## config.mk

```make
export PLATFORM = sky130hd
export DESIGN_NAME = uart_tx_engine
export DESIGN_NICKNAME = d
export VERILOG_FILES = /design/src/rtl/uart_pkg.sv /design/src/rtl/uart_baud_gen.sv /design/src/rtl/uart_tx_engine.sv
export SDC_FILE = /design/constraint.sdc
export NUM_CORES = 1
export LEC_CHECK = 0
export ABC_AREA = 1
export ABC_CLOCK_PERIOD_IN_PS = 3110
export BUFFER_PORTS_ARGS = -buffer_cell sky130_fd_sc_hd__buf_2
export CELL_PAD_IN_SITES_DETAIL_PLACEMENT = 1
export CELL_PAD_IN_SITES_GLOBAL_PLACEMENT = 1
export CORE_AREA = 8 8 103 105
export DETAILED_ROUTE_END_ITERATION = 10
export DIE_AREA = 0 0 111 113
export PLACE_DENSITY_LB_ADDON = 0.1
export SETUP_SLACK_MARGIN = 0.2
export SLEW_MARGIN = 20
export SYNTH_ARGS = -nofsm -noshare
export SYNTH_HDL_FRONTEND = slang
export SYNTH_SLANG_ARGS = --single-unit
export TNS_END_PERCENT = 5
```

## constraint.sdc

```tcl
create_clock -name PCLK -period 3.11 [get_ports PCLK]
set_clock_uncertainty 0.2 [all_clocks]
set_input_delay 0.4665 -clock PCLK [delete_from_list [all_inputs] [get_ports PCLK]]
set_output_delay 0.4665 -clock PCLK [all_outputs]
set_load 0.01 [all_outputs]
```

## src/rtl/uart_pkg.sv

```systemverilog
// rtl/uart_pkg.sv - shared UART state encoding and parity selectors
package uart_pkg;

    typedef enum logic [2:0] {
        TX_IDLE,
        TX_START,
        TX_DATA,
        TX_PARITY,
        TX_STOP1,
        TX_STOP2
    } tx_state_e;

    localparam logic PAR_EVEN = 1'b0;
    localparam logic PAR_ODD  = 1'b1;

endpackage

```

## src/rtl/uart_baud_gen.sv

```systemverilog
// rtl/uart_baud_gen.sv - reloadable bit-period down-counter
module uart_baud_gen #(
    parameter int DIV_W = 16
) (
    input  logic             clk_i,
    input  logic             rst_i,
    input  logic             load_i,
    input  logic [DIV_W-1:0] div_i,
    output logic             bit_end_o,
    output logic             bit_end_next_o
);

    logic [DIV_W-1:0] cnt_q;
    logic [DIV_W-1:0] cnt_d;
    logic [DIV_W-1:0] reload;

    // Reload on request or at every bit boundary; a divisor of 0 behaves as 1.
    always_comb begin
        reload = (div_i == '0) ? '0 : div_i - DIV_W'(1);
        cnt_d  = (load_i || cnt_q == '0) ? reload : cnt_q - DIV_W'(1);
    end

    // Counter register.
    always_ff @(posedge clk_i or posedge rst_i) begin
        if (rst_i) begin
            cnt_q <= '0;
        end else begin
            cnt_q <= cnt_d;
        end
    end

    // bit_end marks the last cycle of a bit; bit_end_next lets the owner register a
    // flag that lines up with that last cycle.
    assign bit_end_o      = (cnt_q == '0);
    assign bit_end_next_o = (cnt_d == '0);

endmodule

```

## src/rtl/uart_tx_engine.sv

```systemverilog
// rtl/uart_tx_engine.sv - UART frame serialiser driven by the control FSM TXen strobe
module uart_tx_engine
    import uart_pkg::*;
#(
    parameter int DATA_W = 8,
    parameter int DIV_W  = 16
) (
    input  logic              PCLK,
    input  logic              PRESET,
    input  logic              TXen,
    input  logic [DATA_W-1:0] tx_data,
    input  logic [DIV_W-1:0]  baud_div,
    input  logic              parity_en,
    input  logic              parity_odd,
    input  logic              stop2,
    output logic              tx_o,
    output logic              tx_busy,
    output logic              tx_done
);

    localparam int IDX_W = (DATA_W > 1) ? $clog2(DATA_W) : 1;
    localparam logic [IDX_W-1:0] LAST_IDX = IDX_W'(DATA_W - 1);

    tx_state_e         state_q;
    logic              txen_q;
    logic [DATA_W-1:0] shift_q;
    logic [IDX_W-1:0]  bit_idx_q;
    logic [DIV_W-1:0]  div_q;
    logic              par_en_q;
    logic              par_bit_q;
    logic              stop2_q;
    logic              tx_q;
    logic              busy_q;
    logic              done_q;

    logic              accept;
    logic [DIV_W-1:0]  div_sel;
    logic              bit_end;
    logic              bit_end_next;

    assign accept  = TXen && !txen_q && (state_q == TX_IDLE);
    // The shadow divisor is not yet valid in the accept cycle, so load from the port then.
    assign div_sel = accept ? baud_div : div_q;

    uart_baud_gen #(.DIV_W(DIV_W)) u_baud (
        .clk_i          (PCLK),
        .rst_i          (PRESET),
        .load_i         (accept),
        .div_i          (div_sel),
        .bit_end_o      (bit_end),
        .bit_end_next_o (bit_end_next)
    );

    // Previous TXen level for rising-edge detection.
    always_ff @(posedge PCLK or posedge PRESET) begin
        if (PRESET) begin
            txen_q <= 1'b0;
        end else begin
            txen_q <= TXen;
        end
    end

    // Frame state machine; tx_done is set one edge early so it covers the final stop cycle.
    always_ff @(posedge PCLK or posedge PRESET) begin
        if (PRESET) begin
            state_q   <= TX_IDLE;
            shift_q   <= '0;
            bit_idx_q <= '0;
            div_q     <= '0;
            par_en_q  <= 1'b0;
            par_bit_q <= 1'b0;
            stop2_q   <= 1'b0;
            tx_q      <= 1'b1;
            busy_q    <= 1'b0;
            done_q    <= 1'b0;
        end else begin
            done_q <= 1'b0;
            case (state_q)
                TX_IDLE: begin
                    tx_q   <= 1'b1;
                    busy_q <= 1'b0;
                    if (accept) begin
                        shift_q   <= tx_data;
                        div_q     <= baud_div;
                        par_en_q  <= parity_en;
                        par_bit_q <= (parity_odd == PAR_EVEN) ? (^tx_data) : ~(^tx_data);
                        stop2_q   <= stop2;
                        bit_idx_q <= '0;
                        tx_q      <= 1'b0;
                        busy_q    <= 1'b1;
                        state_q   <= TX_START;
                    end
                end
                TX_START: begin
                    if (bit_end) begin
                        tx_q      <= shift_q[0];
                        shift_q   <= shift_q >> 1;
                        bit_idx_q <= '0;
                        state_q   <= TX_DATA;
                    end
                end
                TX_DATA: begin
                    if (bit_end) begin
                        if (bit_idx_q == LAST_IDX) begin
                            if (par_en_q) begin
                                tx_q    <= par_bit_q;
                                state_q <= TX_PARITY;
                            end else begin
                                tx_q    <= 1'b1;
                                done_q  <= !stop2_q && bit_end_next;
                                state_q <= TX_STOP1;
                            end
                        end else begin
                            tx_q      <= shift_q[0];
                            shift_q   <= shift_q >> 1;
                            bit_idx_q <= bit_idx_q + IDX_W'(1);
                        end
                    end
                end
                TX_PARITY: begin
                    if (bit_end) begin
                        tx_q    <= 1'b1;
                        done_q  <= !stop2_q && bit_end_next;
                        state_q <= TX_STOP1;
                    end
                end
                TX_STOP1: begin
                    if (bit_end) begin
                        if (stop2_q) begin
                            done_q  <= bit_end_next;
                            state_q <= TX_STOP2;
                        end else begin
                            busy_q  <= 1'b0;
                            state_q <= TX_IDLE;
                        end
                    end else begin
                        done_q <= !stop2_q && bit_end_next;
                    end
                end
                TX_STOP2: begin
                    if (bit_end) begin
                        busy_q  <= 1'b0;
                        state_q <= TX_IDLE;
                    end else begin
                        done_q <= bit_end_next;
                    end
                end
                default: begin
                    tx_q    <= 1'b1;
                    busy_q  <= 1'b0;
                    state_q <= TX_IDLE;
                end
            endcase
        end
    end

    assign tx_o    = tx_q;
    assign tx_busy = busy_q;
    assign tx_done = done_q;

endmodule

```

-- Yosys cells after proc, flatten, opt, wreduce, memory -nomap -nowiden
Cells that the tools add are included.
- add/sub/neg operators: 3
- bitwise gates (word level): 3
- equal/unequal tests: 15
- muxes and demuxes: 43
- reductions and logical operators: 19
- operators with widths (cell ; number):
    logical NOT 16 bit ; 3
    two-way mux 16 bit ; 3
    two-way mux 3 bit ; 12
    two-way mux 8 bit ; 4
    subtractor 16 x 1 -> 16 bit, second input constant ; 2
    case mux 8 bit (3 select lines) ; 1
    two-way mux 1 bit ; 18
    case mux 3 bit (6 select lines) ; 1
    inequality test 2 bit, second input constant ; 8
    equality test 3 bit, second input constant ; 3
    case mux 3 bit (3 select lines) ; 1
    case mux 1 bit (4 select lines) ; 2
    AND reduction 4 bit ; 2
    XOR reduction 8 bit ; 1
    AND reduction 7 bit ; 1
    equality test 3 x 2 -> 1 bit, second input constant ; 2
    case mux 1 bit (5 select lines) ; 1
    AND reduction 5 bit ; 1
    adder 3 x 1 -> 3 bit, second input constant ; 1
    equality test 3 x 1 -> 1 bit, second input constant ; 1
    logical AND 1 bit ; 3
    logical NOT 3 bit ; 1
    NOT 1 bit ; 3
    nonzero test 3 bit ; 1
    6 further kinds ; 7
- bits in registers: 53
- logic and storage cells: 95

-- Logic depth before layout (Yosys ltp)
Gate-level depths: netlist (run 1).
- depth in word-level cells: 13
- gate-level depth with buffers: 18
- mapped depth without buffers: 17

-- Cells and area by module
From an unflattened synthesis (run 1), not the netlist that was laid out.
- cells, all modules: 550
- area, all modules: 3653.5 um2
- modules (own cells, without submodules) (module ; area each (um2) ; instances ; cells an instance):
    uart_tx_engine ; 2055.7 ; 1 ; 272
    uart_baud_gen ; 1597.8 ; 1 ; 278

-- Worst setup path before layout (run 1)
No wires, ideal clock.
- path type: input port to flip-flop
- from: input TXen
- to: register done_q, in the netlist tx_done
- path slack: 0.663 ns
- path buffers: 1
- stages on the path: 16
- data arrival time: 2.175 ns
- path through: inv_1 nor2_4 buf_2 nand4_1 nand2_1 ha_1 nand3_4 nor2_8 nand2_4 nand2_2 nor2_1 nor2_1 nand2_1 nor2_1 nand3_1 nor2_1
- longest elaborated chain between the ends: 12
- elaborated cells on any way between the ends: 18
- classes of those cells: add/sub (1); mux (11); reduce/logical (6)
- RTL lines (element ; RTL line ; RTL):
    start: declaration ; uart_tx_engine.sv:10 ; input logic TXen,
    logical AND 1 bit (*) (2 in series) ; uart_tx_engine.sv:41 ; assign accept = TXen && !txen_q && (state_q == TX_IDLE);
    two-way mux 16 bit ; n/a ;
    subtractor 16 x 1 -> 16 bit or logical NOT 16 bit (tied branches) ; uart_baud_gen.sv:19 ; reload = (div_i == '0) ? '0 : div_i - DIV_W'(1);
    two-way mux 16 bit ; uart_baud_gen.sv:19 ;
    two-way mux 16 bit (*) ; uart_baud_gen.sv:20 ; cnt_d = (load_i || cnt_q == '0) ? reload : cnt_q - DIV_W'(1);
    logical NOT 16 bit (*) ; uart_baud_gen.sv:35 ; assign bit_end_next_o = (cnt_d == '0);
    logical AND 1 bit ; uart_tx_engine.sv:110, uart_tx_engine.sv:123, uart_tx_engine.sv:137 ;
    two-way mux 1 bit ; uart_tx_engine.sv:105 ; if (par_en_q) begin
    two-way mux 1 bit ; uart_tx_engine.sv:104 ; if (bit_idx_q == LAST_IDX) begin
    two-way mux 1 bit ; uart_tx_engine.sv:103 ; if (bit_end) begin
    case mux 1 bit (4 select lines) (*) ; uart_tx_engine.sv:78 ; case (state_q)
    end signal: assignment ; uart_tx_engine.sv:110 ; done_q <= !stop2_q && bit_end_next;
    end signal: assignment ; uart_tx_engine.sv:123 ; done_q <= !stop2_q && bit_end_next;
    end signal: assignment ; uart_tx_engine.sv:130 ; done_q <= bit_end_next;
    end: declaration ; uart_tx_engine.sv:34 ; logic done_q;
Every way passes the cells marked *; elsewhere a longest branch is shown, timed or not.
A chain may end at the register's enable or synchronous reset.

-- Worst setup path after layout (run 1)
- from: register state_q[2]
- to: register done_q, in the netlist tx_done
- longest elaborated chain between the ends: 12
- elaborated cells on any way between the ends: 22
- classes of those cells: add/sub (1); eq/ne (4); mux (11); reduce/logical (6)
- RTL lines (element ; RTL line ; RTL):
    start: declaration ; uart_tx_engine.sv:24 ; tx_state_e state_q;
    start signal: assignment ; uart_tx_engine.sv:66 ; state_q <= TX_IDLE;
    start signal: assignment ; uart_tx_engine.sv:91 ; state_q <= TX_START;
    start signal: assignment ; uart_tx_engine.sv:99 ; state_q <= TX_DATA;
    logical NOT 3 bit ; uart_tx_engine.sv:41 ;
    logical AND 1 bit ; uart_tx_engine.sv:41 ;
    two-way mux 16 bit ; n/a ;
    subtractor 16 x 1 -> 16 bit or logical NOT 16 bit (tied branches) ; uart_baud_gen.sv:19 ;
    two-way mux 16 bit ; uart_baud_gen.sv:19 ;
    two-way mux 16 bit ; uart_baud_gen.sv:20 ;
    logical NOT 16 bit ; uart_baud_gen.sv:35 ;
    logical AND 1 bit ; uart_tx_engine.sv:110, uart_tx_engine.sv:123, uart_tx_engine.sv:137 ;
    two-way mux 1 bit ; uart_tx_engine.sv:105 ;
    two-way mux 1 bit ; uart_tx_engine.sv:104 ;
    two-way mux 1 bit ; uart_tx_engine.sv:103 ;
    case mux 1 bit (4 select lines) (*) ; uart_tx_engine.sv:78 ;
Marks and branches as above.

==> run metrics, run 1 <==
dpl hpwl=approximately 7500 um; critical path capture point type=flip-flop; Total GRT Usage=approximately 16%; HP Start=TXen; clk root buf=clkbuf_8; cts bufs inserted=5; DIE HEIGHT=about 110 um; maximum VDD drop=between 0.0001 and 0.00015 V; first-pass GRT wire length=roughly 16,000 um; Syn Inst Count=487; sequential area share after synthesis=about 38%; die extent in x=111 um; H-tree Lvls=2; Slew headroom=54.1%; # diodes=0; WL final=between 9000 and 10,000 um; First-pass DRT Iterations=4; Initial Utilization=roughly 39%; initial antenna violation count=0; Post-Syn Nets=between 500 and 600; DRT iter0 DRCs=~120; setup TNS=0 ps; gpl congestion=a little over 0.8; WP data arrival=between 2000 and 3000 ps; Max Root-Sink Buffers=2; CP startpoint kind=flip-flop; RSZ-0062 raised after global routing=false; FILL cells=roughly 1,200; Netlist Area Pre-Place=roughly 0.0035 mm^2; NumNets Final=between 500 and 600; FMAX=approximately 380 MHz; Worst-path clk slew=about 100 ps; CP Launch Point=state_q[2]; CTS tree=yes; Core ar.=about 0.0090 mm^2; Final min period=between 2000 and 3000 ps; largest net degree at the start of global routing=54; num rows=35; Yosys warnings=0; clk_lat worst skew=310 ps; vias per cell=about 4.9; synth unique cells=35; Seq cells post-synth=53; gr ovfl total=0; Fin. Hold Viols=0; vias in the first global route=3,358; max-cap check violation count=0; Hold Worst Slack=approximately 74 ps; Port Buffers=32; Final Worst Setup Slack=about 470 ps; setup violators final=0; CP max FO=12; Hold/Removal Path Class=in2reg; critical path class=reg2reg; Finished Layout Cells=~640; Avg Cell Area, Syn=7.25 um^2; dpl ws=294 ps; CTS sink cnt=53; Leak=2.05 nW; DP Cell Count=630; proportion of layout cells with a drive suffix above 1=between 20% and 30%; Final period util=a little over four fifths; Slew @ Worst Pin=688 ps; DR vias=3,175; P&R area growth vs syn=12.5%; worst endpoint required time=approximately 3200 ps; outcome=complete, no violations; total power divided by cell area=294 mW/mm^2; Worst R2R Start=state_q[2]; IO Count=33; die area=0.0125 mm^2; Final ANT Viol Nets=0; Remaining DRCs=0; Final Max Slew Viols=0; CTS Hold Bufs=0; wire per inst=roughly 15 um
## stage by stage
| step | area (um^2) | total power [mW] | utilization, % |
|---|---|---|---|
| global placement | 3840 | 0.768 | 42.8 |
| finish | 3970 | 1.17 | 44.2 |
| detailed placement | 3840 | 0.770 | 42.8 |
| global route | 3970 | 1.22 | 44.2 |
| floorplan | 3530 | 0.737 | - |
| CTS | 3930 | 1.19 | 43.8 |
## repair_timing
item / 4_1_cts / 5_1_grt
setup buffers: 0 / 5
setup endpoints to repair: 0 / 1
resized for setup: 0 / 2
## layout by cell type, fill, tap and decap left out, drive strengths merged, types with 2 or more instances in the layout
| cell type | netlist | layout |
|---|---|---|
| nand2 | 141 | 141 |
| xor2 | 4 | 4 |
| a211oi | 2 | 2 |
| nand3 | 47 | 47 |
| a31oi | 8 | 8 |
| dfrtp | 52 | 52 |
| nand4 | 14 | 14 |
| buf | 7 | 45 |
| clkbuf | 1 | 8 |
| o21bai | 2 | 2 |
| xnor2 | 8 | 8 |
| or2 | 5 | 5 |
| inv | 72 | 72 |
| o21ai | 25 | 25 |
| nor2 | 73 | 73 |
| nor3 | 5 | 5 |
| ha | 7 | 7 |
| a21oi | 9 | 9 |
## state kept, by name (all words and copies together) (netlist names)
register      count
bit_idx_q         3
div_q            16
par_bit_q         1
par_en_q          1
shift_q           8
state_q           3
stop2_q           1
tx_busy           1
tx_done           1
tx_o              1
txen_q            1
u_baud.cnt_q     16
## final cells by class
cell class | instances | area, um^2 | area share (%)
flip-flops and latches | 53 | 1330 | 33.5
clock buffers | 8 | 90.1 | 2.27
multi-input cells | 354 | 1890 | 47.5
inverters | 72 | 270 | 6.81
well taps | 111 | 139 | 3.50
repair buffers | 45 | 258 | 6.49
## path summary, 6_finish.rpt
path,slack [ps],cells after the start,endpoint
setup / recovery,470,15,tx_done
hold / removal,70,1,txen_q
setup reg to reg,470,15,tx_done
hold reg to reg,280,2,tx_busy
max in group asynchronous,2080,3,state_q[0]
min in group asynchronous,140,3,u_baud.cnt_q[4]
## logic make-up (layout without fill, tap and decap cells)
logic type	Yosys count	in the layout	share of synthesized area, %
DFF	53	53	37.6
buffers and inverters	80	125	9.21
and+or+nand+nor	286	286	39.8
xor gates and xnor gates	12	12	2.98
AOI/OAI and AO/OA	49	49	7.97
adders and majority gates	7	7	2.48
## per-layer routing
metal / wire, um / vias up / GRT usage, %
met3: 316 / 7 / 3.23
met2: 4340 / 37 / 25.7
met1: 4730 / 1500 / 20.9
met5: 0 / - / 0
li1: - / 1631 / -
met4: 85 / 0 / 3.69
## worst max-delay path, cell delays in order, from the launching register on
cell	delay, ps
dfrtp_1	500
inv_2	130
buf_4	200
nand4_1	100
nand2_1	140
ha_2	240
nand3_4	130
nor2_8	180
nand2_4	100
nand2_2	90
nor2_1	60
nor2_1	140
nand2_1	80
nor2_1	110
nand3_1	80
nor2_1	90
## power by group
group	switching [mW]	internal, mW	total, mW
clock network	0.231	0.183	0.413
registers	0.000729	0.689	0.690
logic	0.0377	0.0272	0.0648
## cells in the mapped netlist
cell       number  area (um^2)
xnor2_1         8         70.1
or2_2           5         31.3
nor2_4          7         78.8
nor3_1          4         20.0
a211oi_1        2         15.0
o21a_1          1         7.51
dfrtp_1        52         1300
clkbuf_1        1         3.75
nand2_4         8         90.1
nand2_1       118          443
dfstp_2         1         26.3
ha_1            7         87.6
nand3_1        45          225
nor2_8          1         20.0
nor2_2          7         43.8
nand2_2        15         93.8
xor2_1          4         35.0
a21oi_2         2         17.5
nand3_4         2         35.0
nor3b_1         1         7.51
buf_8           1         15.0
inv_2           6         22.5
nand4_1        14         87.6
o21ai_1         2         10.0
nor2_1         58          218
buf_6           1         11.3
nor3_2          1         10.0
o2111ai_1       1         8.76
a31oi_1         8         50.1
o21ai_0        23          115
o21bai_1        2         15.0
o211ai_1        1         7.51
buf_2           5         25.0
a21oi_1         7         35.0
inv_1          66          248
No activity file was read; power rests on OpenSTA's default activity.
==> run 2, diff against run 1 <==
Settings changed: ABC_CLOCK_PERIOD_IN_PS 3110 to 2210, CORE_AREA 8 8 103 105 to 8 8 105 107, DIE_AREA 0 0 111 113 to 0 0 113 115.
Clock period 3.11 ns to 2.21 ns, I/O delays scaled along.
==> run 2 against run 1 <==
- critical path depth is 1 higher
- largest cell class unchanged
- combinational power up 59%
- core utilization increased by 9.3 points
- the flow now finishes with violations (setup timing)
- count of clock-buffer cells in the layout is 3 lower
- final area is 28% higher
- critical path type unchanged
==> run metrics, run 2 (synthesis gave the netlist of run 1 again) <==
outcome=complete, but fails checks; violations in the final reports=setup timing; Final min period=2550 ps; post-route design area=slightly above 0.005 mm^2; Final period util=115%; CTS sink cnt=53; Port Buffers=32; worst endpoint required time=2270 ps; Initial Utilization=roughly 37%; CP startpoint kind=flip-flop; FILL cells=about 1,200; R2R setup slack=-340 ps; Final Max Slew Viols=0; Core ar.=~0.0095 mm^2; IO Count=33; fin util=53.6%; num rows=36; Final Worst Setup Slack=-341 ps; WP data arrival=2610 ps; Total GRT Usage=between 10% and 20%; WL final=between 10,000 and 15,000 um; met1 Use GR=approximately 22%; maximum VDD drop=0.000231 V; Leak=2.56 nW; DP Area=roughly 0.0045 mm^2; Max Root-Sink Buffers=2; WHS Path Cells=3; wire per inst=around 15 um; dpl hpwl=approximately 8400 um; H-tree Lvls=2; Hold/Removal Path Class=in2reg; cts bufs inserted=5; vias per cell=4.84; multi-input logic area=0.00220 mm^2; die extent in x=between 100 and 150 um; DR vias=3,564; proportion of layout cells with a drive suffix above 1=between 40% and 50%; NumNets Final=~660; Final ANT Viol Nets=0; clk_lat worst skew=between 300 and 400 ps; Reg2Reg Depth=16; die area=roughly 0.013 mm^2; total power divided by cell area=around 350 mW/mm^2; P&R area growth vs syn=43.5%; Largest regs=div_q x16, u_baud.cnt_q x16, shift_q x8; setup violators final=21; gpl congestion=0.834; commonest cells after routing, fill and taps aside=100 x nand2_1, 84 x buf_4, 61 x inv_1; global route hottest layer=met2; critical path capture point type=flip-flop; most common cell after layout, fill and taps aside=nand2_1; gr ovfl total=0; first-pass GRT wire length=about 19,000 um; Seq. cell area=0.00133 mm^2; vias in the first global route=3,906; Remaining DRCs=0; FMAX=approximately 400 MHz; CTS tree=yes; # diodes=0; initial antenna violation count=0; DIE HEIGHT=around 120 um; Worst-path clk slew=around 110 ps; First-pass DRT Iterations=4; Slew @ Worst Pin=433 ps; clk root buf=clkbuf_8; met3 global-route usage=under 10%; RSZ-0062 raised after global routing=true; largest net degree at the start of global routing=31; Slew headroom=between 70% and 80%; Fin. Hold Viols=0; CP max FO=7; DRT iter0 DRCs=between 100 and 150; max-cap check violation count=0; critical path class=reg2reg; GR Util met2=around a third
[run 2: changes by cell type in the layout (fill, tap and decap cells not counted), moves of 4 or more]
cell / change
inv_1: -4
nand2_2: +14
buf_4: +71
nand3_2: +7
nor2_4: +10
buf_6: +11
nand3_1: -7
nand2_1: -18
o21ai_0: -5
o21ai_1: +5
nor2_1: -21
nor2_2: +11
[run 2: final timing paths]
path	to	startpoint
worst min register to register	par_bit_q	par_bit_q
min in group asynchronous	par_en_q	PRESET
max in group asynchronous	div_q[11]	PRESET
worst min-delay path	stop2_q	stop2
worst max register to register	tx_done	state_q[1]
worst max-delay path	tx_done	state_q[1]
[run 2: layout make-up]
class	instances	share of cell area, %
timing repair buffer	133	19.8
multi-input combinational	356	43.5
tap	114	2.81
inverter	72	5.38
sequential	53	26.2
clock buffer	5	1.36
clock inverter	3	0.914
[run 2: what timing repair did]
action,in CTS,in global routing
setup endpoints to repair,33,33
gates cloned,2,0
setup buffers,8,4
hold buffers,3,0
resized for setup,53,36
pin swaps,31,36
hold endpoints to repair,11,0
[run 2: worst max-delay path: stages (launching register included)]
cell and delay, ps:
dfrtp_2 450, nor2_4 250, nand3_4 170, buf_6 170, nand2_4 50, nand2_4 70, nor2_4 120, nand2_2 80
nor2_4 210, nand2_8 100, nand2_8 90, nor2_2 40, nor2_2 110, nand2_1 60, nor2_1 100, nand3_1 80
nor2_1 100
[run 2: power breakdown]
group          leakage [nW]  switching [mW]  internal (mW)
Combinational          1.84          0.0559         0.0469
Sequential            0.666         0.00102          0.970
Clock                0.0543           0.361          0.340
[run 2: metal layers]
metal	wire length, um	vias up
li1	-	1818
met1	5140	1696
met2	5600	42
met3	349	8
met4	121	0
met5	0	-
[run 2: stage by stage]
stage                     TNS, ps  setup WS [ps]  hold slack (ps)  total power [mW]  cells
after floorplan             -2.70          -2.70              163              1.04    487
after global placement       -952           -282             80.4              1.08    711
after detailed placement    -1830           -353             90.0              1.08    711
after CTS                   -1460           -295             15.1              1.81    732
after global routing        -5050           -538             47.7              1.85    736
final                       -2390           -341             36.3              1.78    736
==> run 3, diff against run 2 <==
Settings changed: REMOVE_ABC_BUFFERS set to 1.
==> run 3 against run 2 <==
- the run still ends with setup timing left
- total power down 4.2%
- sequential share of layout area is 0.35 points higher
- critical path depth increased by 2
- first-iteration DRC count fell by 33%
- clock power shrank 11%
- worst setup slack gained 31 ps
==> run metrics, run 3 (synthesis gave the netlist of run 1 again) <==
outcome=complete, but fails checks; violations in the final reports=setup timing; Final period util=114%; CP max FO=7; Port Buffers=32; Final Worst Setup Slack=-310 ps; Final Max Slew Viols=0; die area=around 0.013 mm^2; dpl ws=-494 ps; met3 global-route usage=around 2.2%; critical path capture point type=flip-flop; Final min period=around 2500 ps; largest net degree at the start of global routing=between 50 and 60; Slew headroom=about 73%; max-cap check violation count=0; FF-to-FF End=u_baud.cnt_q[6]; WL final=roughly 11,000 um; Tot Pwr=~1.7 mW; Slew @ Worst Pin=between 400 and 500 ps; Hold Worst Slack=between 20 and 30 ps; setup violators final=10; DRT iter0 DRCs=94; R2R setup slack=-310 ps; first-pass GRT wire length=around 19,000 um; FMAX=397 MHz; Hold/Removal Path Class=in2reg; vias per cell=~5; NumNets Final=655; gr ovfl total=0; RSZ-0062 raised after global routing=true; critical path class=reg2reg; Remaining DRCs=0; Final ANT Viol Nets=0; GR Util met2=about a third; DR vias=roughly 3,600; met1 Use GR=slightly above 20%; WHS Path Cells=3; die extent in x=113 um; Finished Layout Cells=about 730; dpl hpwl=about 8400 um; wire per inst=approximately 15 um; Worst-path clk slew=~100 ps; CTS sink cnt=53; DP Cell Count=approximately 700; H-tree Lvls=2; Worst R2R Start=state_q[1]; P&R area growth vs syn=41.6%; CTS tree=yes; Core ar.=~0.0095 mm^2; Max Root-Sink Buffers=2; initial antenna violation count=0; CP startpoint kind=flip-flop; post-route design area=roughly 0.005 mm^2; total power divided by cell area=around 340 mW/mm^2; worst endpoint required time=around 2300 ps; hold path endpoint=stop2_q; maximum VDD drop=roughly 0.00024 V; HP Start=stop2; proportion of layout cells with a drive suffix above 1=just over 40%; DIE HEIGHT=approximately 120 um; fin util=around 53%; setup TNS=-1520 ps; cts bufs inserted=5; Initial Utilization=between 30% and 40%; clk root buf=clkbuf_8; gpl congestion=around 0.83; Fin. Hold Viols=0; First-pass DRT Iterations=4; clk_lat worst skew=just over 300 ps; Leak=about 2.5 nW; Largest regs=div_q x16, u_baud.cnt_q x16, shift_q x8; Reg2Reg Depth=18; # diodes=0; DP Area=between 0.004 and 0.005 mm^2; IO Count=33; most common cell after layout, fill and taps aside=nand2_1; WP data arrival=about 2600 ps; global route hottest layer=met2; commonest cells after routing, fill and taps aside=95 x nand2_1, 85 x buf_4, 63 x inv_1; vias in the first global route=3,989; num rows=36; Total GRT Usage=between 15 and 20%
==> run 3: area by class of cell <==
type                       instances  area (um^2)
fill                            1218         4460
multi-input combinational        354         2160
tap                              114          143
sequential                        53         1330
timing repair buffer             132          991
clock inverter                     1         5.00
inverter                          72          273
clock buffer                       7         96.3
==> run 3: critical path: stages (launching register included) <==
cell and delay (ps):
dfrtp_2 450, inv_2 70, nand2_1 110, nor2_4 220
buf_4 150, nand3_1 70, nand2_1 140, nor2_4 70
nand2_4 90, nor2_8 40, buf_6 120, nand2_8 100
nand2_8 70, nor2_4 110, nor2_4 50, buf_4 130
buf_4 120, buf_4 120, inv_1 40
==> run 3: power breakdown <==
group	leakage, nW	switching [mW]	internal, mW	total [mW]
clock	0.0542	0.342	0.285	0.626
combinational	1.81	0.0549	0.0487	0.104
sequential	0.666	0.000907	0.970	0.971
==> run 3: worst max path at each step <==
stage | from | end | slack (ps) | depth (start not counted)
CTS | state_q[1] | tx_done | -380 | 18
global placement | TXen | tx_done | -410 | 18
floorplan | txen_q | bit_idx_q[0] | -890 | 7
detailed placement | TXen | tx_done | -490 | 19
global route | state_q[0] | tx_done | -490 | 18
finish | state_q[1] | u_baud.cnt_q[6] | -310 | 18
==> run 3: routing by layer <==
metal  vias to the layer above  wire (um)
li1                       1804          -
met2                        28       5880
met3                         7        195
met1                      1741       4830
met5                         -          0
met4                         0         87
==> run 3: what timing repair did <==
action | 4_1_cts | 5_1_grt
hold buffers | 2 | 0
resized for setup | 45 | 47
pin swaps | 16 | 23
hold endpoints to repair | 53 | 0
buffers inserted | 7 | 6
setup endpoints to repair | 33 | 33
cloned | 0 | 0
